## config.mk

```make
export PLATFORM = sky130hd
export DESIGN_NAME = key_schedule_ctrl
export DESIGN_NICKNAME = d
export VERILOG_FILES = /design/src/rtl/key_schedule_ctrl_pkg.sv /design/src/rtl/key_schedule_ctrl_store.sv /design/src/rtl/key_schedule_ctrl.sv
export SDC_FILE = /design/constraint.sdc
export NUM_CORES = 2
export LEC_CHECK = 0
export CORE_MARGIN = 5
export CORE_UTILIZATION = 47
export CTS_BUF_LIST = sky130_fd_sc_hd__clkbuf_4 sky130_fd_sc_hd__clkbuf_8
export CTS_CLUSTER_SIZE = 12
export DETAILED_ROUTE_END_ITERATION = 6
export PLACE_DENSITY = 0.67
export REMOVE_ABC_BUFFERS = 1
export SLEW_MARGIN = 20
export SYNTH_ARGS = -nofsm -noshare
export SYNTH_HDL_FRONTEND = slang
export SYNTH_SLANG_ARGS = --single-unit
```

## constraint.sdc

```tcl
create_clock -name clk_i -period 24.4 [get_ports clk_i]
set_input_delay 7.32 -clock clk_i [delete_from_list [all_inputs] [get_ports clk_i]]
set_output_delay 7.32 -clock clk_i [all_outputs]
set_load 0.02 [all_outputs]
```

## src/rtl/key_schedule_ctrl_pkg.sv

```systemverilog
// Shared types and constants for the AES-128 key schedule controller.
// The controller sequences an external round unit; this package holds the FSM encoding and rcon arithmetic.
package key_schedule_ctrl_pkg;

    typedef enum logic [2:0] {
        ST_IDLE,
        ST_LOAD,
        ST_ISSUE,
        ST_WAIT,
        ST_STORE,
        ST_DONE,
        ST_ERR
    } state_t;

    localparam int         NROUNDS   = 10;
    localparam logic [7:0] RCON_INIT = 8'h01;
    localparam logic [7:0] RCON_POLY = 8'h1B;

    // Multiply by x in GF(2^8), the step between successive round constants
    function automatic logic [7:0] xtime(input logic [7:0] v);
        return v[7] ? ({v[6:0], 1'b0} ^ RCON_POLY) : {v[6:0], 1'b0};
    endfunction

endpackage

```

## src/rtl/key_schedule_ctrl_store.sv

```systemverilog
// Round-key register file: one write port, a gated user read port and a raw read port
// that feeds the previous round key to the round unit.
module round_key_store #(
    parameter int NSLOTS = 11
) (
    input  logic         clk_i,
    input  logic         rst_i,
    input  logic         clear,
    input  logic         wr_en,
    input  logic [3:0]   wr_idx,
    input  logic [127:0] wr_data,
    input  logic [3:0]   rd_idx,
    output logic [127:0] rd_data,
    output logic         rd_valid,
    input  logic [3:0]   prev_idx,
    output logic [127:0] prev_data
);

    localparam logic [3:0] LAST = 4'(NSLOTS - 1);

    logic [127:0]      mem [NSLOTS];
    logic [NSLOTS-1:0] valid;

    // Key data is never cleared; only the valid bits carry reset meaning
    always_ff @(posedge clk_i) begin
        if (wr_en && wr_idx <= LAST) begin
            mem[wr_idx] <= wr_data;
        end
    end

    // A clear and a write in the same cycle leave only the written slot valid
    always_ff @(posedge clk_i) begin
        if (rst_i) begin
            valid <= '0;
        end else begin
            if (clear) begin
                valid <= '0;
            end
            if (wr_en && wr_idx <= LAST) begin
                valid[wr_idx] <= 1'b1;
            end
        end
    end

    assign rd_valid  = (rd_idx <= LAST) && valid[rd_idx];
    assign rd_data   = rd_valid ? mem[rd_idx] : '0;
    assign prev_data = mem[prev_idx];

endmodule

```

## src/rtl/key_schedule_ctrl.sv

```systemverilog
// AES-128 key expansion sequencer: issues each round to an external G-function unit,
// captures its result on a ready rising edge and stores it, with a per-round watchdog.
module key_schedule_ctrl #(
    parameter int TIMEOUT = 64,
    parameter int NROUNDS = key_schedule_ctrl_pkg::NROUNDS
) (
    input  logic                          clk_i,
    input  logic                          rst_i,
    input  logic                          start_i,
    input  logic [127:0]                  key_i,
    output logic                          busy_o,
    output logic                          done_o,
    output logic                          error_o,
    input  logic [3:0]                    rk_idx_i,
    output logic [127:0]                  rk_o,
    output logic                          rk_valid_o,
    output logic                          unit_en_o,
    output logic [31:0]                   unit_word_o,
    output logic [127:0]                  unit_key_o,
    output logic [7:0]                    unit_rcon_o,
    input  logic                          unit_ready_i,
    input  logic [127:0]                  unit_key_i,
    output key_schedule_ctrl_pkg::state_t dbg_state
);

    import key_schedule_ctrl_pkg::*;

    // Handshake: unit_en_o rises in ISSUE and stays high with unit_key_o/unit_word_o/unit_rcon_o
    // stable until the unit raises unit_ready_i (a low-to-high transition seen during WAIT);
    // unit_key_i is captured on that edge and a ready level left high from an earlier round is ignored.

    localparam int               WD_W       = $clog2(TIMEOUT + 1);
    localparam logic [WD_W-1:0]  WD_LIMIT   = WD_W'(TIMEOUT - 1);
    localparam logic [3:0]       LAST_ROUND = 4'(NROUNDS);

    state_t            state, state_nx;
    logic [3:0]        round;
    logic [7:0]        rcon;
    logic [WD_W-1:0]   wdog;
    logic              ready_q;
    logic              ready_edge;
    logic              error_q;
    logic              accept;
    logic [127:0]      cap_key;
    logic [127:0]      prev_key;
    logic [3:0]        prev_idx;
    logic              wr_en;
    logic [3:0]        wr_idx;
    logic [127:0]      wr_data;

    assign ready_edge = unit_ready_i & ~ready_q;
    assign accept     = start_i && (state == ST_IDLE || state == ST_DONE || state == ST_ERR);

    always_comb begin
        state_nx = state;
        case (state)
            ST_IDLE, ST_DONE, ST_ERR: if (start_i) state_nx = ST_LOAD;
            ST_LOAD:  state_nx = ST_ISSUE;
            ST_ISSUE: state_nx = ST_WAIT;
            ST_WAIT: begin
                // A capture on the expiry cycle takes precedence over the timeout
                if (ready_edge) begin
                    state_nx = ST_STORE;
                end else if (wdog == WD_LIMIT) begin
                    state_nx = ST_ERR;
                end
            end
            ST_STORE: state_nx = (round == LAST_ROUND) ? ST_DONE : ST_LOAD;
            default:  state_nx = ST_IDLE;
        endcase
    end

    always_ff @(posedge clk_i) begin
        if (rst_i) begin
            state   <= ST_IDLE;
            round   <= '0;
            rcon    <= RCON_INIT;
            wdog    <= '0;
            ready_q <= 1'b0;
            error_q <= 1'b0;
        end else begin
            state   <= state_nx;
            ready_q <= unit_ready_i;
            if (accept) begin
                round   <= 4'd1;
                rcon    <= RCON_INIT;
                error_q <= 1'b0;
            end
            if (state == ST_ISSUE) begin
                wdog <= '0;
            end else if (state == ST_WAIT) begin
                wdog <= wdog + 1'b1;
            end
            if (state == ST_STORE && round != LAST_ROUND) begin
                round <= round + 4'd1;
                rcon  <= xtime(rcon);
            end
            if (state == ST_WAIT && state_nx == ST_ERR) begin
                error_q <= 1'b1;
            end
        end
    end

    always_ff @(posedge clk_i) begin
        if (state == ST_WAIT && ready_edge) begin
            cap_key <= unit_key_i;
        end
    end

    // Slot 0 takes the cipher key on start; later slots take the captured unit result
    assign wr_en    = accept || (state == ST_STORE);
    assign wr_idx   = accept ? 4'd0 : round;
    assign wr_data  = accept ? key_i : cap_key;
    assign prev_idx = (round == 4'd0) ? 4'd0 : round - 4'd1;

    round_key_store #(
        .NSLOTS(NROUNDS + 1)
    ) u_store (
        .clk_i    (clk_i),
        .rst_i    (rst_i),
        .clear    (accept),
        .wr_en    (wr_en),
        .wr_idx   (wr_idx),
        .wr_data  (wr_data),
        .rd_idx   (rk_idx_i),
        .rd_data  (rk_o),
        .rd_valid (rk_valid_o),
        .prev_idx (prev_idx),
        .prev_data(prev_key)
    );

    assign busy_o      = (state == ST_LOAD) || (state == ST_ISSUE) ||
                         (state == ST_WAIT) || (state == ST_STORE);
    assign done_o      = (state == ST_DONE);
    assign error_o     = error_q;
    assign unit_en_o   = (state == ST_ISSUE) || (state == ST_WAIT);
    assign unit_key_o  = prev_key;
    assign unit_word_o = prev_key[31:0];
    assign unit_rcon_o = rcon;
    assign dbg_state   = state;

endmodule

```

==> metrics <==
status completed; count of final max-slew check failures 0; PostCTS Resize Cnt 0; Slowest Stage Delay on Critical Path 0.59 ns; Area Overhead vs Synth 16.3%; dpl cells 7443; die footprint 0.162 mm²; Starting Density 47.2%; Synth Area per Inst 14.0 µm²; latest clock arrival within the worst-skew pair 1.00 ns; crit path DAT 11.42 ns; maximum achievable frequency 0.0534 GHz; most frequent cells in the layout edfxtp_1, nand2_1, mux2i_1, clkdlybuf4s50_1, nor2_1; Cell Area, Synth 0.0726 mm²; met1 usage 36.8%; Die Y 403 µm; Peak VDD IR 0.0000484 V; Period minus WS final 18.74 ns; Routed Antenna Nets 0; commonest non-fill, non-tap cell in the layout edfxtp_1; RSZ-0062 raised after global routing false; WP buf/inv 6; slowest CP cell clkdlybuf4s50_1; Cells after Synth 5197; final cell count without fillers 7934; Combinational Power Share 15.0%; Top cell by count, worst path buf_4; clock tree buffer depth 4; Cell Chain, Critical Path buf_8, buf_4, buf_4, mux4_2, o21ai_0, o21a_4, buf_4, buf_16, a21oi_1, clkdlybuf4s50_1; Hold WC Path Type flop to flop; worst slew pin tran 1.19 ns; busiest grt layer met2; TritonCTS clock tree yes; # nets final 5957; static leakage 0.0281 µW; CTS Buf Count 286; DP HPWL 125 mm; total number of vias 50900; Die Wd 403 µm; Synthesis Warnings 0; total track usage 26.8%; sequential share of power 48.0%; antenna violations before repair 5; CTS clk-pin slew, worst paths 0.06 ns; CTS H-tree depth 5; Top Family by Delay on Critical Path buffers and inverters; number of detailed-route iterations in the first pass 6; Hold Fails Final Rpt 0; synthesized flop and latch total 1571; synth unique cells 60; grt total ovfl 0; CP max FO 81; Worst Setup End Kind output pin; # setup viols final 0; Clock power frac 37.0%; largest net degree at the start of global routing 120; sequential element share of the synthesized area 64.5%; 1st-iter DRT viols 5935; Int Power 4650 µW; Final TNS setup 0 ns; fin crit share 76.8%; WP data required 17.08 ns; layout cells sized above 1 13.4%; sw power 1690 µW; Fin Clk Skew 0.0670 ns; leading area contributor after synthesis edfxtp_1; DR WL/cell 28.5 µm; CP Launch Type input port; top_reg_cell synth edfxtp_1; Placer Congestion 0.796; IO Port Bufs 567; DR vias/cell 6.41; GR Util met3 5.57%; Max Cap Viol 0; vias in the first global route 51200; fraction of registers with async set/reset 0%; root buf cell clkbuf_8; row count 144; first-pass GRT wire length 328 mm; # IOs 568; hold buffer count at CTS 0; Clock Sinks 1571; Slew headroom 20.6%; critical path class input port to output pin; Post-Route WL 226 mm; Post-synth EDFFs 1536; M2 GR Usage 42.3%; Net Sw Frac 26.6%; area share of the largest cell type after synthesis 63.6%; power per cell area 75.1 mW/mm²; Synth area leaders edfxtp_1, mux2i_1, nand2_1, mux4_2, a221oi_1; Post-CTS Setup Inserts 0; DRC Markers 0; CORE AREA 0.154 mm²
-- cells in the mapped netlist, drive strengths merged, types with 6 or more instances --
master and number:
a2111oi 12, a211oi 13, a21oi 162, a221oi 359
buf 299, clkbuf 173, dfxtp 35, edfxtp 1536
mux2 8, mux2i 622, mux4 130, nand2 785
nand3 10, nor2 322, nor2b 16, nor3 10
o2111ai 7, o211a 7, o211ai 122, o21ai 259
o221ai 121, o22ai 134, xor2 6
-- power by group through the flow --
stage               clock network (µW)  registers (µW)  logic (µW)
finish                            2350            3040         951
global route                      2510            3040         997
CTS                               2390            3040         944
detailed placement                   0            3100         941
global placement                     0            3100         934
floorplan                            0            3110         520
-- state kept, by name (all words and copies together) (netlist names) --
signal,cells
cap_key,128
dbg_state,3
error_o,1
ready_q,1
round,4
u_store.mem,1408
u_store.valid,11
unit_rcon_o,8
wdog,7
-- kinds of logic after synthesis --
| logic type | count (synthesis) | synth area share [%] |
|---|---|---|
| multiplexers | 760 | 12.7 |
| AO/OA/AOI/OAI | 1205 | 12.4 |
| flip-flops | 1571 | 64.5 |
| adder cells (fa/ha/maj) | 5 | 0.0862 |
| buffers and inverters | 477 | 3.82 |
| XOR/XNOR | 10 | 0.121 |
| AND/OR/NAND/NOR | 1169 | 6.29 |
-- metrics by stage --
step | area, µm² | setup WS (ns) | util [%] | total power, µW | hold WS, ns
finish | 84400 | 5.66 | 54.9 | 6340 | 0.471
global route | 84400 | 5.55 | 54.9 | 6550 | 0.504
CTS | 84400 | 5.52 | 54.8 | 6370 | 0.475
detailed placement | 79100 | 5.51 | 51.4 | 4040 | 0.463
global placement | 79100 | 5.57 | 51.4 | 4030 | 0.453
floorplan | 69800 | -2.60 | - | 3630 | 0.451
-- worst paths after layout --
path                                      from                 end  slack, ns  cells past startpoint
worst min-delay path            unit_rcon_o[5]      unit_rcon_o[6]       0.47                      2
worst max-delay path               rk_idx_i[1]            rk_o[73]       5.66                     10
worst max register to register    dbg_state[2]  u_store.mem[4][72]      19.99                      5
worst min register to register  unit_rcon_o[5]      unit_rcon_o[6]       0.47                      2
-- per-layer routing --
layer | up-vias | share of wire, %
li1 | 21500 | -
met2 | 3169 | 46
met1 | 25600 | 40
met5 | - | 0
met3 | 560 | 10
met4 | 0 | 3.5
-- final cells by class --
class,count,area (µm²)
Clock buffer,395,4790
Sequential cell,1571,46800
Inverter,5,18.8
Fill cell,12500,69500
Multi-Input combinational cell,3149,23200
Clock inverter,90,447
Tap cell,2044,2560
Timing Repair Buffer,675,6590
Antenna cell,5,12.5
-- tightest hold or removal path: stages (launching register included) --
cell and delay (ns):
dfxtp_1 0.32, nand2_1 0.06, a21oi_1 0.05
Note: power is estimated with default switching activity, not from simulation.
